## config.mk

```make
export PLATFORM = sky130hd
export DESIGN_NAME = mem_arbiter_flat
export DESIGN_NICKNAME = d
export VERILOG_FILES = /design/src/rtl/mem_arbiter_pkg.sv /design/src/rtl/mem_arbiter_if.sv /design/src/rtl/mem_arbiter.sv /design/src/flat_wrapper.sv
export SDC_FILE = /design/constraint.sdc
export NUM_CORES = 1
export LEC_CHECK = 0
export BUFFER_PORTS_ARGS = -buffer_cell sky130_fd_sc_hd__buf_4
export CORE_AREA = 3 3 115 117
export DETAILED_ROUTE_END_ITERATION = 8
export DIE_AREA = 0 0 118 120
export PLACE_DENSITY = 0.69
export SLEW_MARGIN = 15
export SYNTH_ARGS = -nofsm -noshare
export SYNTH_HDL_FRONTEND = slang
export SYNTH_SLANG_ARGS = --single-unit
```

## constraint.sdc

```tcl
create_clock -name clk -period 5.9 [get_ports clk]
set_clock_uncertainty 0.2 [all_clocks]
set_input_delay 1.18 -clock clk [delete_from_list [all_inputs] [get_ports clk]]
set_output_delay 1.18 -clock clk [all_outputs]
set_load 0.02 [all_outputs]
```

## src/rtl/mem_arbiter_pkg.sv

```systemverilog
// Shared definitions for the icache/dcache memory arbiter: bus widths,
// parameter defaults, FSM state and owner encodings.
package mem_arbiter_pkg;

    localparam int ADDR_W         = 32;
    localparam int DATA_W         = 32;
    localparam int STRB_W         = DATA_W / 8;
    localparam int STARVE_MAX_DEF = 4;
    localparam int LEN_W_DEF      = 3;

    typedef enum logic [2:0] {
        ST_IDLE  = 3'd0,
        ST_ADDR  = 3'd1,
        ST_RDATA = 3'd2,
        ST_WDATA = 3'd3,
        ST_WRESP = 3'd4
    } arb_state_e;

    typedef enum logic {
        OWN_IC = 1'b0,
        OWN_DC = 1'b1
    } owner_e;

endpackage

```

## src/rtl/mem_arbiter_if.sv

```systemverilog
// Bundle of the icache, dcache and memory-side signals around the arbiter.
// The arbiter takes the slave view; requesters and memory take the master view.
interface mem_arbiter_if import mem_arbiter_pkg::*; #(
    parameter int LEN_W = LEN_W_DEF
);
    logic              ic_req;
    logic [ADDR_W-1:0] ic_addr;
    logic [LEN_W-1:0]  ic_len;
    logic              ic_gnt;
    logic              ic_rvalid;
    logic [DATA_W-1:0] ic_rdata;
    logic              ic_done;

    logic              dc_req;
    logic              dc_wr;
    logic [ADDR_W-1:0] dc_addr;
    logic [LEN_W-1:0]  dc_len;
    logic [DATA_W-1:0] dc_wdata;
    logic [STRB_W-1:0] dc_wstrb;
    logic              dc_gnt;
    logic              dc_rvalid;
    logic [DATA_W-1:0] dc_rdata;
    logic              dc_wnext;
    logic              dc_done;

    logic              mem_req;
    logic              mem_wr;
    logic [ADDR_W-1:0] mem_addr;
    logic [LEN_W-1:0]  mem_len;
    logic              mem_ack;
    logic [DATA_W-1:0] mem_wdata;
    logic [STRB_W-1:0] mem_wstrb;
    logic              mem_wvalid;
    logic              mem_wlast;
    logic              mem_wready;
    logic              mem_bvalid;
    logic              mem_rvalid;
    logic [DATA_W-1:0] mem_rdata;
    logic              mem_rlast;

    logic              ic_busy;
    logic              dc_busy;
    logic              err;

    modport slave (
        input  ic_req, ic_addr, ic_len,
        output ic_gnt, ic_rvalid, ic_rdata, ic_done,
        input  dc_req, dc_wr, dc_addr, dc_len, dc_wdata, dc_wstrb,
        output dc_gnt, dc_rvalid, dc_rdata, dc_wnext, dc_done,
        output mem_req, mem_wr, mem_addr, mem_len,
        input  mem_ack,
        output mem_wdata, mem_wstrb, mem_wvalid, mem_wlast,
        input  mem_wready, mem_bvalid, mem_rvalid, mem_rdata, mem_rlast,
        output ic_busy, dc_busy, err
    );

    modport master (
        output ic_req, ic_addr, ic_len,
        input  ic_gnt, ic_rvalid, ic_rdata, ic_done,
        output dc_req, dc_wr, dc_addr, dc_len, dc_wdata, dc_wstrb,
        input  dc_gnt, dc_rvalid, dc_rdata, dc_wnext, dc_done,
        input  mem_req, mem_wr, mem_addr, mem_len,
        output mem_ack,
        input  mem_wdata, mem_wstrb, mem_wvalid, mem_wlast,
        output mem_wready, mem_bvalid, mem_rvalid, mem_rdata, mem_rlast,
        input  ic_busy, dc_busy, err
    );

endinterface

```

## src/rtl/mem_arbiter.sv

```systemverilog
// Two-requester (icache/dcache) arbiter onto a single-outstanding burst memory
// port. dcache has priority unless it has starved a pending icache request.
module mem_arbiter import mem_arbiter_pkg::*; #(
    parameter int STARVE_MAX = STARVE_MAX_DEF,
    parameter int LEN_W      = LEN_W_DEF
) (
    input  logic         clk,
    input  logic         resetn,
    mem_arbiter_if.slave bus
);

    localparam int            SW         = $clog2(STARVE_MAX + 1);
    localparam logic [SW-1:0] STREAK_SAT = SW'(STARVE_MAX);

    arb_state_e        state;
    owner_e            owner;
    logic              wr_q;
    logic              err_q;
    logic [ADDR_W-1:0] addr_q;
    logic [LEN_W-1:0]  len_q;
    logic [LEN_W-1:0]  beat;
    logic [SW-1:0]     streak;

    logic idle, ic_win, dc_win, last_beat, rd_beat, wr_beat;

    assign idle      = (state == ST_IDLE);
    assign ic_win    = idle && bus.ic_req && (!bus.dc_req || streak == STREAK_SAT);
    assign dc_win    = idle && bus.dc_req && !ic_win;
    assign last_beat = (beat == len_q);
    assign rd_beat   = (state == ST_RDATA) && bus.mem_rvalid;
    assign wr_beat   = (state == ST_WDATA) && bus.mem_wready;

    always_ff @(posedge clk or negedge resetn) begin
        if (!resetn) begin
            state  <= ST_IDLE;
            owner  <= OWN_IC;
            wr_q   <= 1'b0;
            addr_q <= '0;
            len_q  <= '0;
            beat   <= '0;
            streak <= '0;
            err_q  <= 1'b0;
        end else begin
            case (state)
                ST_IDLE: begin
                    beat <= '0;
                    if (ic_win) begin
                        owner  <= OWN_IC;
                        wr_q   <= 1'b0;
                        addr_q <= bus.ic_addr;
                        len_q  <= bus.ic_len;
                        state  <= ST_ADDR;
                    end else if (dc_win) begin
                        owner  <= OWN_DC;
                        wr_q   <= bus.dc_wr;
                        addr_q <= bus.dc_addr;
                        len_q  <= bus.dc_len;
                        state  <= ST_ADDR;
                    end
                    // Streak only measures dcache wins against a waiting icache.
                    if (ic_win || !bus.ic_req)
                        streak <= '0;
                    else if (dc_win && streak != STREAK_SAT)
                        streak <= streak + 1'b1;
                end
                ST_ADDR: begin
                    if (bus.mem_ack)
                        state <= wr_q ? ST_WDATA : ST_RDATA;
                end
                ST_RDATA: begin
                    if (bus.mem_rvalid) begin
                        // The local beat count is authoritative; rlast is only checked.
                        if (bus.mem_rlast != last_beat)
                            err_q <= 1'b1;
                        if (last_beat) begin
                            beat  <= '0;
                            state <= ST_IDLE;
                        end else begin
                            beat <= beat + 1'b1;
                        end
                    end
                end
                ST_WDATA: begin
                    if (bus.mem_wready) begin
                        if (last_beat) begin
                            beat  <= '0;
                            state <= ST_WRESP;
                        end else begin
                            beat <= beat + 1'b1;
                        end
                    end
                end
                ST_WRESP: begin
                    if (bus.mem_bvalid)
                        state <= ST_IDLE;
                end
                default: state <= ST_IDLE;
            endcase
        end
    end

    // Grants and busy depend on live request inputs, so they are masked in reset;
    // everything else derives from state and clears with it.
    assign bus.ic_gnt    = resetn && ic_win;
    assign bus.dc_gnt    = resetn && dc_win;
    assign bus.ic_busy   = resetn && (bus.ic_req || (owner == OWN_IC && !idle));
    assign bus.dc_busy   = resetn && (bus.dc_req || (owner == OWN_DC && !idle));

    assign bus.ic_rvalid = rd_beat && (owner == OWN_IC);
    assign bus.dc_rvalid = rd_beat && (owner == OWN_DC);
    assign bus.ic_rdata  = bus.ic_rvalid ? bus.mem_rdata : '0;
    assign bus.dc_rdata  = bus.dc_rvalid ? bus.mem_rdata : '0;
    assign bus.ic_done   = bus.ic_rvalid && last_beat;
    assign bus.dc_done   = (bus.dc_rvalid && last_beat) ||
                           ((state == ST_WRESP) && bus.mem_bvalid && (owner == OWN_DC));
    assign bus.dc_wnext  = wr_beat && (owner == OWN_DC);

    assign bus.mem_req    = (state == ST_ADDR);
    assign bus.mem_wr     = bus.mem_req && wr_q;
    assign bus.mem_addr   = bus.mem_req ? addr_q : '0;
    assign bus.mem_len    = bus.mem_req ? len_q : '0;
    assign bus.mem_wvalid = (state == ST_WDATA);
    assign bus.mem_wdata  = bus.mem_wvalid ? bus.dc_wdata : '0;
    assign bus.mem_wstrb  = bus.mem_wvalid ? bus.dc_wstrb : '0;
    assign bus.mem_wlast  = bus.mem_wvalid && last_beat;

    assign bus.err = err_q;

endmodule

```

## src/flat_wrapper.sv

```systemverilog
// flat-port wrapper written by rule: the top's interface ports become plain ports
module mem_arbiter_flat import mem_arbiter_pkg::*;
#(
    parameter int STARVE_MAX = STARVE_MAX_DEF,
    parameter int LEN_W      = LEN_W_DEF
)
  (clk, resetn, bus_ic_req, bus_ic_addr, bus_ic_len, bus_ic_gnt, bus_ic_rvalid, bus_ic_rdata, bus_ic_done, bus_dc_req, bus_dc_wr, bus_dc_addr, bus_dc_len, bus_dc_wdata, bus_dc_wstrb, bus_dc_gnt, bus_dc_rvalid, bus_dc_rdata, bus_dc_wnext, bus_dc_done, bus_mem_req, bus_mem_wr, bus_mem_addr, bus_mem_len, bus_mem_ack, bus_mem_wdata, bus_mem_wstrb, bus_mem_wvalid, bus_mem_wlast, bus_mem_wready, bus_mem_bvalid, bus_mem_rvalid, bus_mem_rdata, bus_mem_rlast, bus_ic_busy, bus_dc_busy, bus_err);
  mem_arbiter_if #(.LEN_W(LEN_W)) bus_i ();
  input  logic clk;
  input  logic resetn;
  input wire logic [$bits(bus_i.ic_req)-1:0] bus_ic_req;
  input wire logic [$bits(bus_i.ic_addr)-1:0] bus_ic_addr;
  input wire logic [$bits(bus_i.ic_len)-1:0] bus_ic_len;
  output wire logic [$bits(bus_i.ic_gnt)-1:0] bus_ic_gnt;
  output wire logic [$bits(bus_i.ic_rvalid)-1:0] bus_ic_rvalid;
  output wire logic [$bits(bus_i.ic_rdata)-1:0] bus_ic_rdata;
  output wire logic [$bits(bus_i.ic_done)-1:0] bus_ic_done;
  input wire logic [$bits(bus_i.dc_req)-1:0] bus_dc_req;
  input wire logic [$bits(bus_i.dc_wr)-1:0] bus_dc_wr;
  input wire logic [$bits(bus_i.dc_addr)-1:0] bus_dc_addr;
  input wire logic [$bits(bus_i.dc_len)-1:0] bus_dc_len;
  input wire logic [$bits(bus_i.dc_wdata)-1:0] bus_dc_wdata;
  input wire logic [$bits(bus_i.dc_wstrb)-1:0] bus_dc_wstrb;
  output wire logic [$bits(bus_i.dc_gnt)-1:0] bus_dc_gnt;
  output wire logic [$bits(bus_i.dc_rvalid)-1:0] bus_dc_rvalid;
  output wire logic [$bits(bus_i.dc_rdata)-1:0] bus_dc_rdata;
  output wire logic [$bits(bus_i.dc_wnext)-1:0] bus_dc_wnext;
  output wire logic [$bits(bus_i.dc_done)-1:0] bus_dc_done;
  output wire logic [$bits(bus_i.mem_req)-1:0] bus_mem_req;
  output wire logic [$bits(bus_i.mem_wr)-1:0] bus_mem_wr;
  output wire logic [$bits(bus_i.mem_addr)-1:0] bus_mem_addr;
  output wire logic [$bits(bus_i.mem_len)-1:0] bus_mem_len;
  input wire logic [$bits(bus_i.mem_ack)-1:0] bus_mem_ack;
  output wire logic [$bits(bus_i.mem_wdata)-1:0] bus_mem_wdata;
  output wire logic [$bits(bus_i.mem_wstrb)-1:0] bus_mem_wstrb;
  output wire logic [$bits(bus_i.mem_wvalid)-1:0] bus_mem_wvalid;
  output wire logic [$bits(bus_i.mem_wlast)-1:0] bus_mem_wlast;
  input wire logic [$bits(bus_i.mem_wready)-1:0] bus_mem_wready;
  input wire logic [$bits(bus_i.mem_bvalid)-1:0] bus_mem_bvalid;
  input wire logic [$bits(bus_i.mem_rvalid)-1:0] bus_mem_rvalid;
  input wire logic [$bits(bus_i.mem_rdata)-1:0] bus_mem_rdata;
  input wire logic [$bits(bus_i.mem_rlast)-1:0] bus_mem_rlast;
  output wire logic [$bits(bus_i.ic_busy)-1:0] bus_ic_busy;
  output wire logic [$bits(bus_i.dc_busy)-1:0] bus_dc_busy;
  output wire logic [$bits(bus_i.err)-1:0] bus_err;
  assign bus_i.ic_req = bus_ic_req;
  assign bus_i.ic_addr = bus_ic_addr;
  assign bus_i.ic_len = bus_ic_len;
  assign bus_ic_gnt = bus_i.ic_gnt;
  assign bus_ic_rvalid = bus_i.ic_rvalid;
  assign bus_ic_rdata = bus_i.ic_rdata;
  assign bus_ic_done = bus_i.ic_done;
  assign bus_i.dc_req = bus_dc_req;
  assign bus_i.dc_wr = bus_dc_wr;
  assign bus_i.dc_addr = bus_dc_addr;
  assign bus_i.dc_len = bus_dc_len;
  assign bus_i.dc_wdata = bus_dc_wdata;
  assign bus_i.dc_wstrb = bus_dc_wstrb;
  assign bus_dc_gnt = bus_i.dc_gnt;
  assign bus_dc_rvalid = bus_i.dc_rvalid;
  assign bus_dc_rdata = bus_i.dc_rdata;
  assign bus_dc_wnext = bus_i.dc_wnext;
  assign bus_dc_done = bus_i.dc_done;
  assign bus_mem_req = bus_i.mem_req;
  assign bus_mem_wr = bus_i.mem_wr;
  assign bus_mem_addr = bus_i.mem_addr;
  assign bus_mem_len = bus_i.mem_len;
  assign bus_i.mem_ack = bus_mem_ack;
  assign bus_mem_wdata = bus_i.mem_wdata;
  assign bus_mem_wstrb = bus_i.mem_wstrb;
  assign bus_mem_wvalid = bus_i.mem_wvalid;
  assign bus_mem_wlast = bus_i.mem_wlast;
  assign bus_i.mem_wready = bus_mem_wready;
  assign bus_i.mem_bvalid = bus_mem_bvalid;
  assign bus_i.mem_rvalid = bus_mem_rvalid;
  assign bus_i.mem_rdata = bus_mem_rdata;
  assign bus_i.mem_rlast = bus_mem_rlast;
  assign bus_ic_busy = bus_i.ic_busy;
  assign bus_dc_busy = bus_i.dc_busy;
  assign bus_err = bus_i.err;
  mem_arbiter #(.STARVE_MAX(STARVE_MAX), .LEN_W(LEN_W)) u_core (.clk(clk), .resetn(resetn), .bus(bus_i));
endmodule
```

==> results_dict.tcl, run 1 <==
set metrics [dict create \
    ys_seq_area_share_pct 34.5 \
    clkLatencyLatePin_ps 280 \
    reg2reg_slack_ps 3200 \
    post-place-ws_ps 1870 \
    maxSlewViolCount 0 \
    grtUsageMet2_pct 33.8 \
    antenna_found_initial 0 \
    power_mw 2.35 \
    tritoncts "yes" \
    hp-class "flip-flop to flip-flop" \
    drt-initial-drc-count 129 \
    pwr-share-clk_pct 15.4 \
    fillers 1243 \
    maxCapViolCount 0 \
    min_path_cells 1 \
    grt_max_degree 72 \
    wl_mm 13.3 \
    worstRegToRegCells 7 \
    crit_type "input pin to output port" \
    boundaryPins 297 \
    num_rows 41 \
    cts.sinks 47 \
    cpPeakStageDelay_ps 580 \
    port-buffer-count 296 \
    fp.coreArea_mm2 0.0125 \
    finalSetupTns_ps 0 \
    synth.area.mux_share_pct 11.2 \
    netlist_instances 400 \
    relSlewSlack_pct 40.6 \
    start_kind "input pin" \
    crit_top_cell "buf_4" \
    place_hpwl_mm 10.9 \
    drive_gt1_share_pct 46.8 \
    cts_buffer_depth 2 \
    tightest_slew_ps 891 \
    synth_simple_gate_area_share_pct 36.1 \
    num_antenna_cells 0 \
    startpoint "bus_mem_rvalid" \
    drtPass1Iterations 4 \
    grt.overflow.total 0 \
    synth_top_family_by_area "simple AND/OR/NAND/NOR gates" \
    synth-adder-area-share_pct 1.10 \
    dieHeight_um 120 \
    hold_ws_ps 258 \
    ctsRootBufferMaster "clkbuf_16" \
    hold_violations 0 \
    setup_viol 0 \
    grt_pass1_wl_mm 20.2 \
    pwr_density_cell_mw_per_mm2 398 \
    via_count 3787 \
    r2r_end "u_core.beat[2]$_DFFE_PN0P_" \
    area_growth_pct 73.3 \
    synth_top_area_share_pct 34.5 \
    ys_warn_count 0 \
    postRouteAntennaNets 0 \
    place.gp.congestion 0.854 \
    hold_end "u_core.bus.err$_DFFE_PN0P_" \
    drcViolationCount 0 \
    rsz0062_at_grt "no" \
    finalCritPeriodShare_pct 68.5 \
    status "finished, final reports clean" \
    path_delay_family "simple AND/OR/NAND/NOR gates" \
    cts_max_level 2 \
    synth-compound-area-share_pct 9.67 \
    synth.largest_area_cell "dfrtp_1" \
    grt_pass1_vias 3832 \
    fmax_ghz 0.248 \
    cts_hold_buf 0 \
    setup_ws_ps 1860 \
    crit_fanout 34 \
    ff_latch_area_mm2 0.00118 \
    power_frac_comb_pct 59.4 \
    post_cts_buffers 0 \
    clkTransAtPathRegs_ps 60 \
    p_switching_mw 1.03 \
    crit_slowest_cell "nor4b_4" \
    cts_made_buffers 5 \
    path_cells "buf_4 > nor4b_4 > and2b_4 > and2_1 > buf_4" \
    gr-usage-met1_pct 19.2 \
    syn_nets 551 \
    power_frac_seq_pct 25.3 \
    p_int_mw 1.32 \
    initial_core_util_pct 27.3 \
    ys_ff_latch 47 \
    crit_buf_inv 2 \
    end_kind "output port" \
    synth_xor_area_share_pct 1.03 \
    gr-max-usage-layer "met2" \
    grt_usage_pct 17.7 \
    switching_share_pct 43.9 \
    syn_avg_cell_area_um2 8.51 \
    ys_types 43 \
    die_w_um 118 \
    hp-start "u_core.bus.err$_DFFE_PN0P_" \
    timing.rr.start "u_core.state[1]$_DFFE_PN0P_" \
    critPathRequiredTime_ps 4520 \
    grt.met3_usage_pct 4.76 \
    wl_per_cell_um 15.7 \
    vias_per_cell 4.47 \
    crit_arrival_ps 2660 \
    yosys-top-cells-area "dfrtp_1 35%, and2_1 19%, mux2i_1 11%" \
    ir_drop_uv 191 \
    syn_area_mm2 0.00340 \
    min_period_ps 4040 \
    multi_input_area_mm2 0.00203 \
    p_leak_nw 3.35 \
    fin_nets 825 \
    die-area_mm2 0.0142 \
    cts_resized 0 \
]
cells by family after synthesis:
group	count (synthesis)
mux	38
simple gates	212
compound gates	58
buf+inv	38
flops	47
xor+xnor	4
fa+ha+maj	3
power by group through the flow:
| stage | clock [mW] | combinational, mW | sequential, mW |
|---|---|---|---|
| floorplan | 0 | 0.889 | 0.528 |
| global placement | 0 | 1.36 | 0.587 |
| detailed placement | 0 | 1.41 | 0.597 |
| CTS | 0.372 | 1.41 | 0.594 |
| global route | 0.393 | 1.52 | 0.618 |
| finish | 0.361 | 1.40 | 0.594 |
metrics by stage:
stage	std cells	area, um2	utilization, %
2_1_floorplan	400	3400	-
3_3_place_gp	838	5680	45.6
4_1_cts	847	5900	47.3
3_5_place_dp	839	5710	45.8
5_1_grt	847	5900	47.3
6_report	847	5900	47.3
cell usage in the layout (no fill, tap or decap), types with 5 or more instances in the layout:
cell / instances
dfrtp_1: 47
mux2i_1: 38
clkbuf_16: 5
buf_4: 299
and3_1: 34
o21ai_1: 11
nand2_1: 46
and2_1: 106
o21ai_0: 32
nor2_1: 6
cell usage after synthesis (all sizes together):
| cell | n |
|---|---|
| a21boi | 1 |
| nand4 | 1 |
| xor2 | 3 |
| or2b | 1 |
| a21o | 2 |
| xnor2 | 1 |
| a32oi | 1 |
| o22ai | 1 |
| and2 | 106 |
| nor3 | 2 |
| and3 | 34 |
| o32ai | 1 |
| nand2 | 46 |
| ha | 3 |
| or3 | 1 |
| clkbuf | 20 |
| a22oi | 1 |
| nor3b | 2 |
| nand2b | 4 |
| a31oi | 1 |
| a21oi | 2 |
| dfrtp | 47 |
| and2b | 1 |
| inv | 5 |
| buf | 13 |
| o21a | 4 |
| nor2 | 6 |
| nor4b | 1 |
| nor2b | 3 |
| nand3 | 2 |
| mux2i | 38 |
| and4 | 1 |
| o21ai | 44 |
| or2 | 1 |
layout make-up:
class / count / share of cell area (%)
tap: 172 / 3.65
inverter: 5 / 0.318
timing repair buffer: 300 / 38.5
sequential: 47 / 19.9
multi-input combinational: 315 / 34.4
clock buffer: 6 / 2.18
clock inverter: 2 / 1.02
flip-flops by register name, summed over array words and instances (netlist names):
signal,count
u_core.wr_q,1
u_core.streak,3
u_core.state,3
u_core.beat,3
u_core.len_q,3
u_core.bus.err,1
u_core.addr_q,32
u_core.owner,1
how the worst max path moves through the flow:
stage,endpoint,slack [ps],cells after the start
global route,bus_ic_rdata[31],1700,5
CTS,bus_ic_done,1840,5
global placement,bus_ic_rdata[27],1940,5
detailed placement,bus_ic_done,1870,5
floorplan,bus_dc_gnt,2400,5
finish,bus_ic_rdata[3],1860,5
worst register-to-register path: stages (launching register included):
cell and delay (ps):
dfrtp_1 560, inv_2 130, nor2_1 260, nand2_1 150, inv_1 660, a22oi_2 260, o21a_1 230, o21ai_0 170
layer usage:
metal / vias up / share of wire [%]
met3: 14 / 7.8
met2: 175 / 53
li1: 1867 / -
met4: 0 / 1.7
met1: 1731 / 37
met5: - / 0
Power figures use the tool's default switching activity.
==> inputs of run 2 (changes only) <==
ABC_AREA = 1   (was unset)
CORE_AREA = 3 3 114 116   (was 3 3 115 117)
DIE_AREA = 0 0 117 119   (was 0 0 118 120)
PLACE_DENSITY = 0.74   (was 0.69)
clock period = 3.7 ns   (was 5.9 ns; I/O delays follow)
==> run 2 against run 1 <==
Sequential power increased by 51%. Combinational power grew 56%. Clock-buffer cell count fell by 1. Hold slack improved by 7.3 ps. Synthesized area up 3.5%. Power rose by 50%. Sequential share of layout area up 0.10 points.
==> results_dict.tcl, run 2 <==
set metrics [dict create \
    top_register "u_core.addr_q" \
    multi_input_area_mm2 0.00163 \
    layout_commonest_cell "buf_4" \
    netlist_instances 570 \
    place_hpwl_mm 11.4 \
    fin_nets 997 \
    cts_max_level 2 \
    area_growth_pct 66.6 \
    crit_buf_inv 2 \
    async_reset_ff_share_pct 100 \
    via_count 4428 \
    setup_viol 0 \
    maxSlewViolCount 0 \
    hold_ws_ps 265 \
    antenna_found_initial 0 \
    fillers 1227 \
    wl_per_cell_um 14.5 \
    ff_latch_area_mm2 0.00118 \
    syn_nets 721 \
    power_frac_seq_pct 25.4 \
    fin_util_pct 48.9 \
    drive_gt1_share_pct 38.5 \
    boundaryPins 297 \
    yosys-top-cells-area "dfrtp_1 33%, nor2_1 19%, inv_1 13%" \
    cts.sinks 47 \
    ys_seq_area_share_pct 33.4 \
    p_switching_mw 1.70 \
    drt-initial-drc-count 235 \
    ctsRootBufferMaster "clkbuf_16" \
    fin_area_mm2 0.00587 \
    p_leak_nw 3.62 \
    synth_common_cells "181 x nor2_1, 121 x inv_1, 71 x nand2_1" \
    grt_pass1_vias 4176 \
    grt_usage_pct 19.6 \
    status "finished, final reports clean" \
    cpPeakStageDelay_ps 490 \
    tightest_slew_ps 715 \
    grt_max_degree 74 \
    crit_slowest_cell "dfrtp_1" \
    ys_types 23 \
    initial_core_util_pct 29.3 \
    drcViolationCount 0 \
    postRouteAntennaNets 0 \
    synth.largest_area_cell "dfrtp_1" \
    end_kind "output port" \
    dpl_cell_area_mm2 0.00573 \
    die_w_um 117 \
    hp-class "flip-flop to flip-flop" \
    cts_resized 0 \
    finalCritPeriodShare_pct 80.6 \
    cts_buffer_depth 2 \
    crit_type "flip-flop to output port" \
    power_frac_comb_pct 61.8 \
    yosysMostFrequentCell "nor2_1" \
    clkLatencyLatePin_ps 290 \
    grt_pass1_wl_mm 21.5 \
    ir_drop_uv 357 \
    pwr_density_cell_mw_per_mm2 602 \
    ys_warn_count 0 \
    relSlewSlack_pct 52.3 \
    wl_mm 14.4 \
    tritoncts "yes" \
    finalSetupTns_ps 0 \
    ys_ff_latch 47 \
    maxCapViolCount 0 \
    drtPass1Iterations 4 \
    pwr-share-clk_pct 12.8 \
    fmax_ghz 0.335 \
    die-area_mm2 0.0139 \
    largest_reg_flops 32 \
    vias_per_cell 4.45 \
    syn_avg_cell_area_um2 6.18 \
    p_int_mw 1.83 \
    fp.coreArea_mm2 0.0120 \
    crit_fanout 34 \
    synth_top_area_share_pct 33.4 \
    synth_ff_type "dfrtp_1" \
    synth-edff-count 0 \
    place.gp.congestion 0.875 \
    cts_made_buffers 5 \
    path_delay_family "simple AND/OR/NAND/NOR gates" \
    hold_violations 0 \
    grt.overflow.total 0 \
    min_period_ps 2980 \
    path_cells "inv_2 > nor3_4 > nand2_2 > nor2_1 > buf_4" \
    port-buffer-count 296 \
    crit_arrival_ps 2040 \
    num_antenna_cells 0 \
    critPathRequiredTime_ps 2760 \
    clkTransAtPathRegs_ps 70 \
    dieHeight_um 119 \
    num_rows 40 \
    syn_area_mm2 0.00352 \
    rsz0062_at_grt "no" \
    post_cts_buffers 0 \
    switching_share_pct 48.2 \
    power_mw 3.53 \
    cts_hold_buf 0 \
    start_kind "flip-flop" \
    final_cell_mix "302 x buf_4, 181 x nor2_1, 121 x inv_1, 71 x nand2_1, 47 x dfrtp_1" \
]
run 2: cell count changes in the layout (fill, tap and decap cells not counted), moves of 8 or more:
cell / before / now
a31oi_1: 1 / 35
and2_1: 106 / 0
and3_1: 34 / 0
inv_1: 4 / 121
mux2i_1: 38 / 0
nand2_1: 46 / 71
nand3_1: 2 / 45
nor2_1: 6 / 181
o21ai_0: 32 / 4
o21ai_1: 11 / 3
run 2: metrics by stage:
step | setup WS, ps | cells
2_1_floorplan | 1160 | 570
3_3_place_gp | 798 | 986
3_5_place_dp | 749 | 986
4_1_cts | 689 | 994
5_1_grt | 566 | 994
6_report | 718 | 994
run 2: area by class of cell:
type                            count  area share, %
Tap cell                          147           3.13
Inverter                          126           8.06
Timing Repair Buffer              302           38.6
Multi-Input combinational cell    364           27.7
Clock inverter                      3          0.341
Sequential cell                    47           20.0
Clock buffer                        5           2.13
run 2: power groups by stage:
| stage | Clock (mW) | Combinational (mW) | Sequential, mW |
|---|---|---|---|
| final | 0.453 | 2.18 | 0.898 |
| after global placement | 0 | 2.20 | 0.899 |
| after detailed placement | 0 | 2.21 | 0.910 |
| after global routing | 0.490 | 2.42 | 0.934 |
| after CTS | 0.467 | 2.22 | 0.900 |
| after floorplan | 0 | 1.49 | 0.865 |
run 2: worst reg2reg max path: cells and delay by family, from the launching register on:
kind	cells	cell delay, ps
buf+inv	3	680
compound gates	2	260
flops	1	460
simple gates	3	400
run 2: cell families (layout without fill, tap and decap cells):
kind of cell | after synthesis | after routing | synth area share, %
AO/OA/AOI/OAI | 46 | 46 | 7.88
flip-flops | 47 | 47 | 33.4
adder cells (fa/ha/maj) | 3 | 3 | 1.07
buffers and inverters | 159 | 436 | 20.5
XOR/XNOR | 3 | 3 | 0.746
AND/OR/NAND/NOR | 312 | 312 | 36.4
run 2: final timing paths:
path / start / end / slack [ps] / cells past startpoint
setup / recovery: u_core.state[1]$_DFFE_PN0P_ / bus_ic_rdata[0] / 720 / 5
hold / removal: u_core.bus.err$_DFFE_PN0P_ / u_core.bus.err$_DFFE_PN0P_ / 270 / 2
setup reg to reg: u_core.state[2]$_DFFE_PN0P_ / u_core.addr_q[9]$_DFFE_PN0P_ / 1620 / 8
hold reg to reg: u_core.bus.err$_DFFE_PN0P_ / u_core.bus.err$_DFFE_PN0P_ / 270 / 2
max in group asynchronous: resetn / u_core.addr_q[16]$_DFFE_PN0P_ / 2500 / 2
min in group asynchronous: resetn / u_core.addr_q[0]$_DFFE_PN0P_ / 390 / 2
run 2: layer usage:
metal  wire, um  track usage (%)
met5          0                0
met4        379             5.95
met3       1480             6.45
met2       7370             35.8
met1       5170             20.9
==> inputs of run 3 (changes only) <==
CORE_AREA = 3 3 115 117   (was 3 3 114 116)
DIE_AREA = 0 0 118 120   (was 0 0 117 119)
PLACE_DENSITY = 0.7   (was 0.74)
clock period = 2.85 ns   (was 3.7 ns; I/O delays follow)
==> run 3 against run 2 <==
Clock-buffer cell count rose by 3. Non-clock buffer count up 1. Power is 31% higher. Critical path depth grew 1. Die area grew 1.7%. Routed wire length shrank 0.18%. Clock power is 38% higher. Register-to-register slack lost 860 ps. Sequential power grew 29%. Final area up 0.94%. Via count fell by 0.11%. Critical path type unchanged. Largest cell class unchanged.
==> results_dict.tcl, run 3 (synthesized netlist as in run 2, its figures left out) <==
set metrics [dict create \
    cts_hold_buf 0 \
    largest_reg_flops 32 \
    antenna_found_initial 0 \
    maxSlewViolCount 0 \
    cts_made_buffers 5 \
    post-place-ws_ps 333 \
    post_cts_buffers 0 \
    top_register "u_core.addr_q" \
    vias_per_cell 4.34 \
    start_kind "flip-flop" \
    clkTransAtPathRegs_ps 70 \
    fp.coreArea_mm2 0.0125 \
    num_rows 41 \
    hp-class "input pin to asynchronous set/reset pin" \
    finalSetupTns_ps 0 \
    dp.cells 1012 \
    crit_top_cell "buf_4" \
    drtPass1Iterations 6 \
    crit_slowest_cell "dfrtp_1" \
    clkLatencyLatePin_ps 290 \
    crit_fanout 34 \
    p_leak_nw 3.65 \
    cts_max_level 2 \
    setup_viol 0 \
    postRouteAntennaNets 0 \
    critPathRequiredTime_ps 2080 \
    tightest_slew_ps 723 \
    power_mw 4.64 \
    grt_usage_pct 19.3 \
    status "finished, final reports clean" \
    setup_ws_ps 232 \
    finalCritPeriodShare_pct 91.9 \
    fillers 1307 \
    drive_gt1_share_pct 38.4 \
    place_hpwl_mm 11.2 \
    area_growth_pct 68.2 \
    crit_arrival_ps 1850 \
    hold_ws_ps 231 \
    pwr_density_cell_mw_per_mm2 783 \
    end_kind "output port" \
    final_cell_mix "303 x buf_4, 181 x nor2_1, 121 x inv_1, 71 x nand2_1, 47 x dfrtp_1" \
    via_count 4423 \
    initial_core_util_pct 28.3 \
    cts_buffer_depth 2 \
    die_w_um 118 \
    hold_violations 0 \
    maxCapViolCount 0 \
    grt_pass1_vias 4253 \
    grt_pass1_wl_mm 22.1 \
    tritoncts "yes" \
    place.gp.congestion 0.870 \
    boundaryPins 297 \
    ctsRootBufferMaster "clkbuf_16" \
    layout_commonest_cell "buf_4" \
    fmax_ghz 0.382 \
    wl_per_cell_um 14.1 \
    min_period_ps 2620 \
    path_cells "inv_2 > nor3_4 > nand2_2 > buf_4 > o21ai_0 > buf_4" \
    grt.overflow.total 0 \
    final_cells 1020 \
    wl_mm 14.4 \
    cpPeakStageDelay_ps 500 \
    grt_max_degree 74 \
    drt-initial-drc-count 223 \
    dieHeight_um 120 \
    fin_nets 998 \
    cts.sinks 47 \
    crit_type "flip-flop to output port" \
    relSlewSlack_pct 51.8 \
    num_antenna_cells 0 \
    ir_drop_uv 499 \
    rsz0062_at_grt "no" \
    die-area_mm2 0.0142 \
    port-buffer-count 296 \
    drcViolationCount 0 \
]
run 3: through the flow:
| stage | instance area [um2] | utilization (%) |
|---|---|---|
| finish | 5930 | 47.5 |
| global route | 5930 | 47.5 |
| CTS | 5920 | 47.5 |
| detailed placement | 5760 | 46.2 |
| global placement | 5760 | 46.2 |
| floorplan | 3520 | - |
run 3: routing by layer:
metal / up-vias / track usage (%) / part of all wire, %
met4: 0 / 3.96 / 1.3
li1: 2248 / - / -
met5: - / 0 / 0
met3: 14 / 6.46 / 8.8
met1: 1990 / 21.6 / 38
met2: 171 / 35.5 / 52
run 3: what timing repair did:
action	CTS	global route
gates resized for setup	0	1
endpoints found under the setup margin	0	25
hold endpoints to repair	0	0
run 3: path summary, 6_finish.rpt:
path / slack (ps) / endpoint / cells after the start / startpoint
worst max-delay path: 230 / bus_dc_done / 6 / u_core.state[1]$_DFFE_PN0P_
worst min-delay path: 230 / u_core.len_q[1]$_DFFE_PN0P_ / 2 / resetn
worst max register to register: 760 / u_core.addr_q[11]$_DFFE_PN0P_ / 8 / u_core.state[2]$_DFFE_PN0P_
worst min register to register: 270 / u_core.bus.err$_DFFE_PN0P_ / 2 / u_core.bus.err$_DFFE_PN0P_
max in group asynchronous: 1800 / u_core.state[2]$_DFFE_PN0P_ / 2 / resetn
min in group clk: 270 / u_core.bus.err$_DFFE_PN0P_ / 2 / u_core.bus.err$_DFFE_PN0P_
run 3: final cells by class:
type                       instances  area (um2)  area share [%]
clock buffer                       8         156            2.64
multi-input combinational        364        1630            27.5
tap                              172         215            3.63
sequential                        47        1180            19.8
timing repair buffer             303        2270            38.4
inverter                         126         473            7.98
run 3: report_power, final:
part           switching, mW  internal, mW
Clock                  0.250         0.374
Sequential             0.190         0.973
Combinational           1.77          1.08
Total                   2.21          2.43
run 3: worst max-delay path, delay by kind of cell (launching register included):
family,cells,cell delay [ps]
simple gates,2,340
compound gates,1,200
flops,1,500
buf+inv,3,520
